## config.mk

```make
export PLATFORM = sky130hd
export DESIGN_NAME = chunked_serial_adder
export DESIGN_NICKNAME = d
export VERILOG_FILES = /design/src/rtl/chunked_adder_pkg.sv /design/src/rtl/chunk_adder.sv /design/src/rtl/chunked_serial_adder.sv
export SDC_FILE = /design/constraint.sdc
export NUM_CORES = 1
export LEC_CHECK = 0
export ABC_AREA = 1
export BUFFER_PORTS_ARGS = -buffer_cell sky130_fd_sc_hd__buf_2
export CAP_MARGIN = 20
export CORE_MARGIN = 2
export CORE_UTILIZATION = 60
export CTS_BUF_LIST = sky130_fd_sc_hd__clkbuf_4 sky130_fd_sc_hd__clkbuf_8 sky130_fd_sc_hd__clkbuf_16
export CTS_CLUSTER_DIAMETER = 150
export DETAILED_ROUTE_END_ITERATION = 12
export PLACE_DENSITY = 0.89
export SLEW_MARGIN = 20
export SYNTH_ARGS = -nofsm -noshare
export SYNTH_HDL_FRONTEND = slang
export SYNTH_HIERARCHICAL = 1
export SYNTH_SLANG_ARGS = --single-unit
```

## constraint.sdc

```tcl
create_clock -name clk -period 7.6 [get_ports clk]
set_clock_uncertainty 0.15 [all_clocks]
set_input_delay 0.38 -clock clk [delete_from_list [all_inputs] [get_ports clk]]
set_output_delay 0.38 -clock clk [all_outputs]
set_load 0.02 [all_outputs]
```

## src/rtl/chunked_adder_pkg.sv

```systemverilog
// Shared definitions for the chunk-serial adder: FSM encoding and sizing helpers.
package chunked_adder_pkg;

  typedef enum logic [1:0] {
    IDLE = 2'd0,
    RUN  = 2'd1,
    DONE = 2'd2
  } state_t;

  function automatic int nchunk(input int width, input int chunk);
    return width / chunk;
  endfunction

  // Chunk counter never narrower than one bit, even for a single-chunk build.
  function automatic int cnt_width(input int n);
    return (n > 1) ? $clog2(n) : 1;
  endfunction

endpackage

```

## src/rtl/chunk_adder.sv

```systemverilog
// CHUNK-bit ripple adder; also exposes the carry into the top bit for overflow.
module chunk_adder #(
  parameter int CHUNK = 8
) (
  input  logic [CHUNK-1:0] x,
  input  logic [CHUNK-1:0] y,
  input  logic             ci,
  output logic [CHUNK-1:0] s,
  output logic             co,
  output logic             c_msb_in
);

  logic [CHUNK:0] c;

  assign c[0] = ci;

  for (genvar i = 0; i < CHUNK; i++) begin : g_fa
    assign s[i]   = x[i] ^ y[i] ^ c[i];
    assign c[i+1] = (x[i] & y[i]) | (c[i] & (x[i] ^ y[i]));
  end

  assign co       = c[CHUNK];
  assign c_msb_in = c[CHUNK-1];

endmodule

```

## src/rtl/chunked_serial_adder.sv

```systemverilog
// Multi-cycle add/sub: one CHUNK-bit slice per cycle, carry held in a register
// between slices, valid/ready on both sides.
module chunked_serial_adder
  import chunked_adder_pkg::*;
#(
  parameter int WIDTH = 32,
  parameter int CHUNK = 8
) (
  input  logic             clk,
  input  logic             rst,
  input  logic             in_valid,
  output logic             in_ready,
  input  logic [WIDTH-1:0] a,
  input  logic [WIDTH-1:0] b,
  input  logic             cin,
  input  logic             sub,
  output logic             out_valid,
  input  logic             out_ready,
  output logic [WIDTH-1:0] sum,
  output logic             cout,
  output logic             ovf
);

  localparam int NCHUNK = nchunk(WIDTH, CHUNK);
  localparam int CW     = cnt_width(NCHUNK);
  localparam logic [CW-1:0] LAST = CW'(NCHUNK - 1);

  if (CHUNK < 1 || CHUNK > WIDTH || (WIDTH % CHUNK) != 0) begin : g_bad_param
    $error("chunked_serial_adder: WIDTH must be a positive multiple of CHUNK");
  end

  state_t           state, state_nxt;
  logic             rdy_q;
  logic [WIDTH-1:0] opa, opb, acc, acc_nxt;
  logic             carry, cout_q, ovf_q;
  logic [CW-1:0]    cnt;
  logic [CHUNK-1:0] cs;
  logic             cco, cmsb;
  logic             last, accept;

  // rdy_q keeps in_ready low while reset is held and until the first edge after it.
  assign in_ready  = rdy_q && (state == IDLE);
  assign out_valid = (state == DONE);
  assign accept    = in_valid && in_ready;
  assign last      = (cnt == LAST);

  chunk_adder #(.CHUNK(CHUNK)) u_chunk (
    .x        (opa[CHUNK-1:0]),
    .y        (opb[CHUNK-1:0]),
    .ci       (carry),
    .s        (cs),
    .co       (cco),
    .c_msb_in (cmsb)
  );

  // Result slices enter at the MSB end so the final slice lands in place.
  if (CHUNK == WIDTH) begin : g_full
    assign acc_nxt = cs;
  end else begin : g_shift
    assign acc_nxt = {cs, acc[WIDTH-1:CHUNK]};
  end

  always_ff @(posedge clk or posedge rst) begin
    if (rst) state <= IDLE;
    else     state <= state_nxt;
  end

  always_comb begin
    state_nxt = state;
    case (state)
      IDLE:    if (accept)    state_nxt = RUN;
      RUN:     if (last)      state_nxt = DONE;
      DONE:    if (out_ready) state_nxt = IDLE;
      default:                state_nxt = IDLE;
    endcase
  end

  // Subtract folds into the add as a + ~b + ~cin.
  always_ff @(posedge clk or posedge rst) begin
    if (rst) begin
      rdy_q  <= 1'b0;
      opa    <= '0;
      opb    <= '0;
      acc    <= '0;
      carry  <= 1'b0;
      cnt    <= '0;
      cout_q <= 1'b0;
      ovf_q  <= 1'b0;
    end else begin
      rdy_q <= 1'b1;
      if (accept) begin
        opa   <= a;
        opb   <= b ^ {WIDTH{sub}};
        carry <= cin ^ sub;
        cnt   <= '0;
      end else if (state == RUN) begin
        opa   <= opa >> CHUNK;
        opb   <= opb >> CHUNK;
        acc   <= acc_nxt;
        carry <= cco;
        cnt   <= cnt + 1'b1;
        if (last) begin
          cout_q <= cco;
          ovf_q  <= cco ^ cmsb;
        end
      end
    end
  end

  assign sum  = acc;
  assign cout = cout_q;
  assign ovf  = ovf_q;

endmodule

```

==> results.toml <==
[layout]
finish.instance_area_mm2 = 0.00612
fill_cells = 720
layout-drive-gt1-share_pct = 16.2
antenna_cells_inserted = 0
layout.cells.non_filler = 921
synthToLayoutAreaGrowth_pct = 11.8
finalNetCount = 887

[sta]
period_share_pct = 54.3
timing.hold.ws_ns = 0.0553
drv_slew = 0
rsz0062_at_grt = "false"
timing.fmax_mhz = 242
setup_viol = 0
maxSlewHeadroom_pct = 28.0
totalNegativeSetupSlack_ns = 0
hold_viol = 0
worstMarginPinSlew_ns = 1.08
fin_crit_ns = 4.13

[die]
initial_core_util_pct = 62.2
die_x_um = 99.6
die_h_um = 99.6
io_pins = 106
fp.coreArea_mm2 = 0.00881
die_area_mm2 = 0.00991
fp-row-count = 34

[clocking]
clock_latency_ns = 0.36
cts-buffers-inserted = 9
path_clk_slew_ns = 0.10
post_cts_resized = 0
clock-sinks = 104
cts_tree = "built"
clk_path_buf_depth = 2
h-tree-depth = 3
root_buffer = "clkbuf_8"
post_cts_buffers = 0

[setup_path]
required_ns = 7.70
crit_fanout = 3
criticalPathCategory = "reg2reg"
crit_arrival_ns = 4.23
critical_path.endpoint_type = "flop"
cp-start-kind = "flop"
rrSetupSlack_ns = 3.47
rr_worst_depth = 16

[power_and_ir_drop]
power.density_mw_per_mm2 = 391
p_leak_uw = 0.00359
power_uw = 2400
ir_drop_mv = 0.254

[synthesis]
syn_nets = 817
synthAdderAreaFrac_pct = 3.15
avgSynthCellArea_um2 = 7.43
ys.flop_type = "dfrtp_1"
synth_edf_count = 0
yosys.cell_types.count = 22
synth.largest_area_cell = "dfrtp_1"
synth_top_area_share_pct = 47.5
synth.area.mux_share_pct = 0
synthArstFlopShare_pct = 100
yosys_warnings = 6
synth_top_family_by_area = "simple AND/OR/NAND/NOR gates"
synth_xor_area_share_pct = 1.60
synthTopCellsByArea = "dfrtp_1, nand2_1, nand3_1"
syn_area_mm2 = 0.00548
synthSimpleGateAreaFrac_pct = 35.3
yosysSeqAreaShare_pct = 47.5
synth_compound_area_share_pct = 2.51
netlist_instances = 738
ys_seq_elements = 104

[global_routing]
grt_pass1_vias = 4516
grt_pass1_wl_mm = 20.7
grt_usage_pct = 25.5
antenna_found_initial = 0
grt.overflow.total = 0
grt_max_degree = 116

[place]
portBuffers = 105
postPlaceCellArea_mm2 = 0.00593
gp_congestion = 0.837
dp_hpwl_mm = 8.25
placed_cells = 904

[route]
avgRoutedWirePerCell_um = 13.5
via_per_inst = 5.44
drc = 0
drt_iter0_drc = 416
num_vias = 5008
drt_first_pass_iters = 7
drtAntennaViolNets = 0
drt-total-wl_mm = 12.4

[run_status]
outcome = "finished clean"

[min_path]
hp-class = "in2reg"
whs_path_depth = 3

[job]
maxCapViolCount = 0
-- cells in the mapped netlist (2+ instances only) --
| cell type | n |
|---|---|
| inv_2 | 2 |
| nor2_1 | 2 |
| fa_1 | 8 |
| xnor2_1 | 9 |
| inv_1 | 72 |
| o21ai_0 | 26 |
| nand4_1 | 24 |
| buf_4 | 9 |
| dfrtp_1 | 104 |
| clkbuf_1 | 12 |
| nand3_1 | 101 |
| buf_2 | 29 |
| nand2_1 | 331 |
-- placed cells by master (no fill, tap or decap), types with 4 or more instances in the layout --
cell / count
dfrtp_1: 104
clkbuf_8: 10
nand3_1: 101
nand2_1: 330
buf_2: 105
nand4_1: 24
fa_1: 8
xnor2_1: 9
o21ai_0: 26
inv_1: 71
buf_4: 4
-- routing by layer --
metal	part of all wire, %	GRT usage, %
met1	43	36.0
met2	49	41.8
met3	6.2	4.85
met4	1.3	5.48
met5	0	0
-- area by class of cell --
class                      count  area (um^2)  share of cell area [%]
inverter                      75          284                    4.64
clock buffer                  10          138                    2.25
clock inverter                 6         50.0                   0.817
sequential                   104         2600                    42.5
tap                          108          135                    2.21
multi-input combinational    508         2350                    38.4
timing repair buffer         110          566                    9.23
-- path summary, 6_finish.rpt --
| kind | from | end |
|---|---|---|
| min in group asynchronous | rst | opb[16]$_DFFE_PP0P_ |
| min reg2reg | sum[2]$_DFFE_PP0P_ | sum[2]$_DFFE_PP0P_ |
| min | a[27] | opa[27]$_DFFE_PP0P_ |
| max reg2reg | opb[0]$_DFFE_PP0P_ | carry$_DFFE_PP0P_ |
| max | opb[0]$_DFFE_PP0P_ | carry$_DFFE_PP0P_ |
| max in group asynchronous | rst | opa[24]$_DFFE_PP0P_ |
-- cell families after synthesis --
family                   count (synthesis)
adder cells (fa/ha/maj)                  9
other                                    1
buffers and inverters                  126
flip-flops                             104
XOR/XNOR                                10
AND/OR/NAND/NOR                        461
AO/OA/AOI/OAI                           27
-- metrics by stage --
| step | setup slack, ns | utilization, % |
|---|---|---|
| after global placement | 3.78 | 67.3 |
| after CTS | 3.50 | 69.6 |
| after floorplan | 3.92 | - |
| after detailed placement | 3.66 | 67.3 |
| after global routing | 3.36 | 69.6 |
| final | 3.47 | 69.6 |
-- sequential cells by signal, summed over array words and instances, names as in the netlist, 2 cells and up --
| register | count |
|---|---|
| opa | 32 |
| cnt | 2 |
| sum | 32 |
| state | 2 |
| opb | 32 |
-- power by group --
part | total [uW] | internal, uW | switching [uW]
clock | 328 | 132 | 196
sequential | 961 | 799 | 162
combinational | 1110 | 362 | 746
total | 2400 | 1290 | 1100
-- worst max-delay path, stage by stage, from the launching register on --
cell	delay [ns]
dfrtp_1	0.42
fa_1	0.42
inv_1	0.08
fa_1	0.17
inv_1	0.05
fa_1	0.38
fa_1	0.39
fa_1	0.39
fa_1	0.38
inv_1	0.08
fa_1	0.17
inv_1	0.08
fa_1	0.45
nand2_1	0.11
nand2_1	0.07
nand2_1	0.13
nand2_1	0.08
-- timing repair --
item                                   CTS  global route
endpoints found under the hold margin   49             0
hold buffers                             1             0
setup endpoints to repair                0             0
(Power assumes the default switching activity.)
